==> src/rtl/quant_tile_drain.sv <==
// Ping-pong tile buffer between the requant stage and the writeback stream.
// Whole tiles are captured in one cycle and drained one row per accepted beat.
module quant_tile_drain #(
    parameter int ARRAY_SIZE = 4,
    parameter int DATA_WIDTH = 8,
    parameter int CNT_WIDTH  = 8
) (
    input  logic                                                   clk,
    input  logic                                                   reset_n,
    input  logic [ARRAY_SIZE-1:0][ARRAY_SIZE-1:0][DATA_WIDTH-1:0]  tile_in,
    input  logic                                                   tile_valid,
    output logic                                                   tile_ready,
    input  logic                                                   flush,
    input  logic                                                   clear_ovf,
    output logic [ARRAY_SIZE*DATA_WIDTH-1:0]                       out_data,
    output logic [((ARRAY_SIZE > 1) ? $clog2(ARRAY_SIZE) : 1)-1:0] out_row,
    output logic                                                   out_last,
    output logic                                                   out_valid,
    input  logic                                                   out_ready,
    output logic                                                   overrun,
    output logic [CNT_WIDTH-1:0]                                   drop_count
);

    localparam int RW = (ARRAY_SIZE > 1) ? $clog2(ARRAY_SIZE) : 1;
    localparam logic [RW-1:0] LAST_ROW = RW'(ARRAY_SIZE - 1);

    logic [ARRAY_SIZE-1:0][ARRAY_SIZE-1:0][DATA_WIDTH-1:0] tile_buf [2];
    logic [1:0]    full;
    logic [1:0]    full_next;
    logic          wr_sel;
    logic          rd_sel;
    logic [RW-1:0] row_cnt;

    logic beat_fire;
    logic release_tile;
    logic capture;
    logic drop;

    assign out_valid    = full[rd_sel];
    assign out_row      = row_cnt;
    assign out_last     = (row_cnt == LAST_ROW);
    assign beat_fire    = out_valid & out_ready;
    assign release_tile = beat_fire & out_last;
    // With both buffers full wr_sel equals rd_sel, so a release frees the write slot.
    assign tile_ready   = !full[wr_sel] | (release_tile & (wr_sel == rd_sel));
    assign capture      = tile_valid & tile_ready & !flush;
    assign drop         = tile_valid & !tile_ready & !flush;

    always_comb begin
        out_data = '0;
        for (int j = 0; j < ARRAY_SIZE; j++) begin
            out_data[j*DATA_WIDTH +: DATA_WIDTH] = tile_buf[rd_sel][row_cnt][j];
        end
    end

    // Capture is applied after release so a same-slot hit leaves the new tile full.
    always_comb begin
        full_next = full;
        if (release_tile) full_next[rd_sel] = 1'b0;
        if (capture)      full_next[wr_sel] = 1'b1;
    end

    always_ff @(posedge clk) begin
        if (capture) tile_buf[wr_sel] <= tile_in;
    end

    always_ff @(posedge clk or negedge reset_n) begin
        if (!reset_n) begin
            full    <= '0;
            wr_sel  <= 1'b0;
            rd_sel  <= 1'b0;
            row_cnt <= '0;
        end else if (flush) begin
            full    <= '0;
            wr_sel  <= 1'b0;
            rd_sel  <= 1'b0;
            row_cnt <= '0;
        end else begin
            full <= full_next;
            if (capture)      wr_sel <= ~wr_sel;
            if (release_tile) rd_sel <= ~rd_sel;
            if (beat_fire)    row_cnt <= out_last ? '0 : row_cnt + 1'b1;
        end
    end

    // A drop in the same cycle as clear_ovf restarts the count at one.
    always_ff @(posedge clk or negedge reset_n) begin
        if (!reset_n) begin
            overrun    <= 1'b0;
            drop_count <= '0;
        end else if (drop) begin
            overrun    <= 1'b1;
            if (clear_ovf)       drop_count <= CNT_WIDTH'(1);
            else if (!(&drop_count)) drop_count <= drop_count + 1'b1;
        end else if (clear_ovf) begin
            overrun    <= 1'b0;
            drop_count <= '0;
        end
    end

endmodule

==> config.mk <==
export PLATFORM = sky130hd
export DESIGN_NAME = quant_tile_drain
export DESIGN_NICKNAME = d
export VERILOG_FILES = /design/src/rtl/quant_tile_drain.sv
export SDC_FILE = /design/constraint.sdc
export NUM_CORES = 1
export LEC_CHECK = 0
export BUFFER_PORTS_ARGS = -buffer_cell sky130_fd_sc_hd__buf_2
export CORE_MARGIN = 2
export CORE_UTILIZATION = 43
export CTS_CLUSTER_DIAMETER = 50
export DETAILED_ROUTE_END_ITERATION = 10
export PLACE_DENSITY = 0.69
export REMOVE_ABC_BUFFERS = 1
export SYNTH_ARGS = -nofsm -noshare
export SYNTH_HDL_FRONTEND = slang
export SYNTH_SLANG_ARGS = --single-unit
==> constraint.sdc <==
create_clock -name clk -period 14.3 [get_ports clk]
set_input_delay 0.715 -clock clk [delete_from_list [all_inputs] [get_ports clk]]
set_output_delay 0.715 -clock clk [all_outputs]
set_load 0.01 [all_outputs]
==> summary.txt <==
Outcome
  • Status: completed

Clocking
  • CTS tree: yes
  • Postcts setup bufs: 0
  • CTS clk-pin slew, worst paths: 60 ps
  • Clock tree sinks: 271
  • CTS resizes: 0
  • Clock Latency Late Sink: 520 ps
  • CTS Buffer Depth: 3
  • Clock Tree Root: clkbuf_16
  • Cts bufs inserted: 29
  • Htree depth: 1
  • Post-CTS Hold Buffers: 0

Critical path
  • CP endpoint: tile_buf[0][72]
  • Worst path arrival time: 4090 ps
  • R2r startpoint: out_row[1]
  • R2r setup slk: 10360 ps
  • Setup crit start: out_row[1]
  • Worst-path fanout max: 77
  • Critical Path Start Type: register
  • FF-to-FF path depth: 6
  • Worst R2R End: tile_buf[0][72]
  • Worst EP required: 14460 ps
  • Critical Path Sink Type: register
  • Setup CP Type: reg2reg

Cells and area
  • Share of layout cells above drive strength 1: 0.494
  • Post-layout util: 0.534
  • Layout area overhead: 21.4%
  • Commonest non-fill, non-tap cell in the layout: edfxtp_1
  • Commonest cells after routing, fill and taps aside: edfxtp_1, buf_2, mux4_2, mux2_2, clkbuf_16
  • Layout Cells excl Fill: 993
  • Final Net Count: 786

STA
  • Unrepaired setup endpoints after global routing: false
  • Slew headroom: 0.283
  • Final Hold Vio Count: 0
  • Final Cycle Share: 0.275
  • Number of slew-limit violations in the final report: 0
  • Setup Skew: 8.00 ps
  • Setup TNS: 0 ps
  • Worst slew pin tran: 1070 ps
  • Finish-stage setup viols: 0
  • Fmax: 254 MHz
  • Final min period: 3940 ps

Detailed routing
  • Via density: 5.22
  • Average wire per standard cell: 19.9 µm
  • Antenna Nets Post-Route: 0
  • Routed via count: 5183
  • Final WL: 19800 µm
  • Pre-antenna DRT Iters: 5
  • # DRC: 0
  • Starting DRT DRC Count: 394

Synth
  • Mapped Avg Cell Area: 22.7 µm²
  • Ys flop type: edfxtp_1
  • Syn Inst Count: 457
  • Ys Warns: 0
  • Synth area leader: edfxtp_1
  • Mapped Area: 0.0104 mm²
  • Post-synthesis sequential area ratio: 0.776
  • Post-synth EDFFs: 256
  • Async set-reset flop share out of synthesis: 0.0554
  • Number of synthesized register bits: 271
  • Cell variety after synth: 37
  • Area share of the leading cell type in the synthesized netlist: 0.740
  • Ranking of synthesized cells by area: edfxtp_1, mux4_2, dfrtp_1, mux2_2, buf_2

Floorplan
  • Initial Util: 0.440
  • Site Rows: 56
  • # IOs: 180
  • Core area: 0.0236 mm²
  • Die area: 0.0254 mm²
  • Die height: 159 µm
  • Die width: 159 µm

Power
  • Sw Pwr: 0.368 mW
  • VDD IR-drop max: 0.0937 mV
  • Clk network pwr share: 0.414
  • Power Total: 1.79 mW
  • Leakage Power: 4.34 nW
  • Power per Cell Area: 142 mW/mm²
  • Switch share: 0.206
  • Comb power frac: 0.065
  • Seq pwr share: 0.521
  • Cell internal pwr: 1.42 mW

GRT
  • Tot GR Track Use: 0.156
  • First-pass GRT wire length: 31200 µm
  • Initial antenna violation count: 3
  • GR Util met2: 0.257
  • Busiest grt layer: met2
  • Total gr overflow: 0
  • Met3 Use GR: 0.0323
  • Largest net degree at the start of global routing: 82
  • Vias in the first global route: 5643
  • GR Util met1: 0.215

Placed design
  • Routability cong.: 0.768
  • I/O Buffers: 179
  • Hpwl dp: 12700 µm
  • DP Cell Count: 938

Worst hold path
  • Worst hold path class: in2async

Run
  • Max_cap viols: 0
per-stage QoR:
step	hold WS, ps	instance area, µm²	worst slack, ps
floorplan	419	10300	1100
global placement	515	11600	10390
detailed placement	543	11600	10280
CTS	86.3	12600	10270
global route	98.7	12600	10020
finish	98.6	12600	10360
state kept, by name (all words and copies together), names as in the netlist:
| name | cells |
|---|---|
| tile_buf | 256 |
| overrun | 1 |
| out_row | 2 |
| drop_count | 8 |
| full | 2 |
| rd_sel | 1 |
| wr_sel | 1 |
layout make-up:
cell class,instances,area [µm²]
multi-input cells,156,2200
clock buffers,38,800
diodes,2,5.00
repair buffers,184,933
fillers,1854,11000
well taps,319,399
clock inverters,15,173
inverters,8,30.0
flip-flops and latches,271,8070
cell usage after synthesis, drive strengths merged, types with 3 or more instances:
cell / n
o31ai: 3
edfxtp: 256
or4: 3
dfrtp: 15
clkbuf: 10
a21oi: 6
nor2: 3
mux4: 64
inv: 8
nand3: 4
mux2: 33
nand2: 10
buf: 12
power groups by stage:
stage	Clock [mW]	Combinational, mW	Sequential (mW)
detailed placement	0	0.118	0.950
global placement	0	0.114	0.947
finish	0.740	0.116	0.933
CTS	0.760	0.119	0.934
global route	0.792	0.127	0.936
floorplan	0	0.0659	0.955
logic make-up after synthesis:
| group | after synthesis | share of synthesized area |
|---|---|---|
| multiplexers | 99 | 0.176 |
| adder cells (fa/ha/maj) | 2 | 0.00241 |
| AND/OR/NAND/NOR | 30 | 0.0149 |
| AO/OA/AOI/OAI | 23 | 0.0158 |
| buffers and inverters | 30 | 0.0132 |
| flip-flops | 271 | 0.776 |
| XOR/XNOR | 2 | 0.00169 |
how the worst min path moves through the flow:
stage / from / end / slack (ps) / depth (start not counted)
global placement: full[0] / full[0] / 520 / 1
CTS: reset_n / drop_count[0] / 90 / 1
detailed placement: overrun / overrun / 540 / 2
global route: reset_n / wr_sel / 100 / 1
floorplan: reset_n / drop_count[0] / 420 / 0
finish: reset_n / drop_count[1] / 100 / 1
metal layers:
| layer | share of wire | vias to the layer above |
|---|---|---|
| li1 | - | 2322 |
| met5 | 0.00035 | - |
| met4 | 0.016 | 2 |
| met1 | 0.42 | 2629 |
| met2 | 0.49 | 199 |
| met3 | 0.073 | 31 |
critical path: stages (launching register included):
cell and delay, ps:
dfrtp_2 1070, ha_1 360, and2_1 190, a21oi_1 150, nor3_2 190, buf_4 770, buf_4 700
No activity file was read; power rests on OpenSTA's default activity.
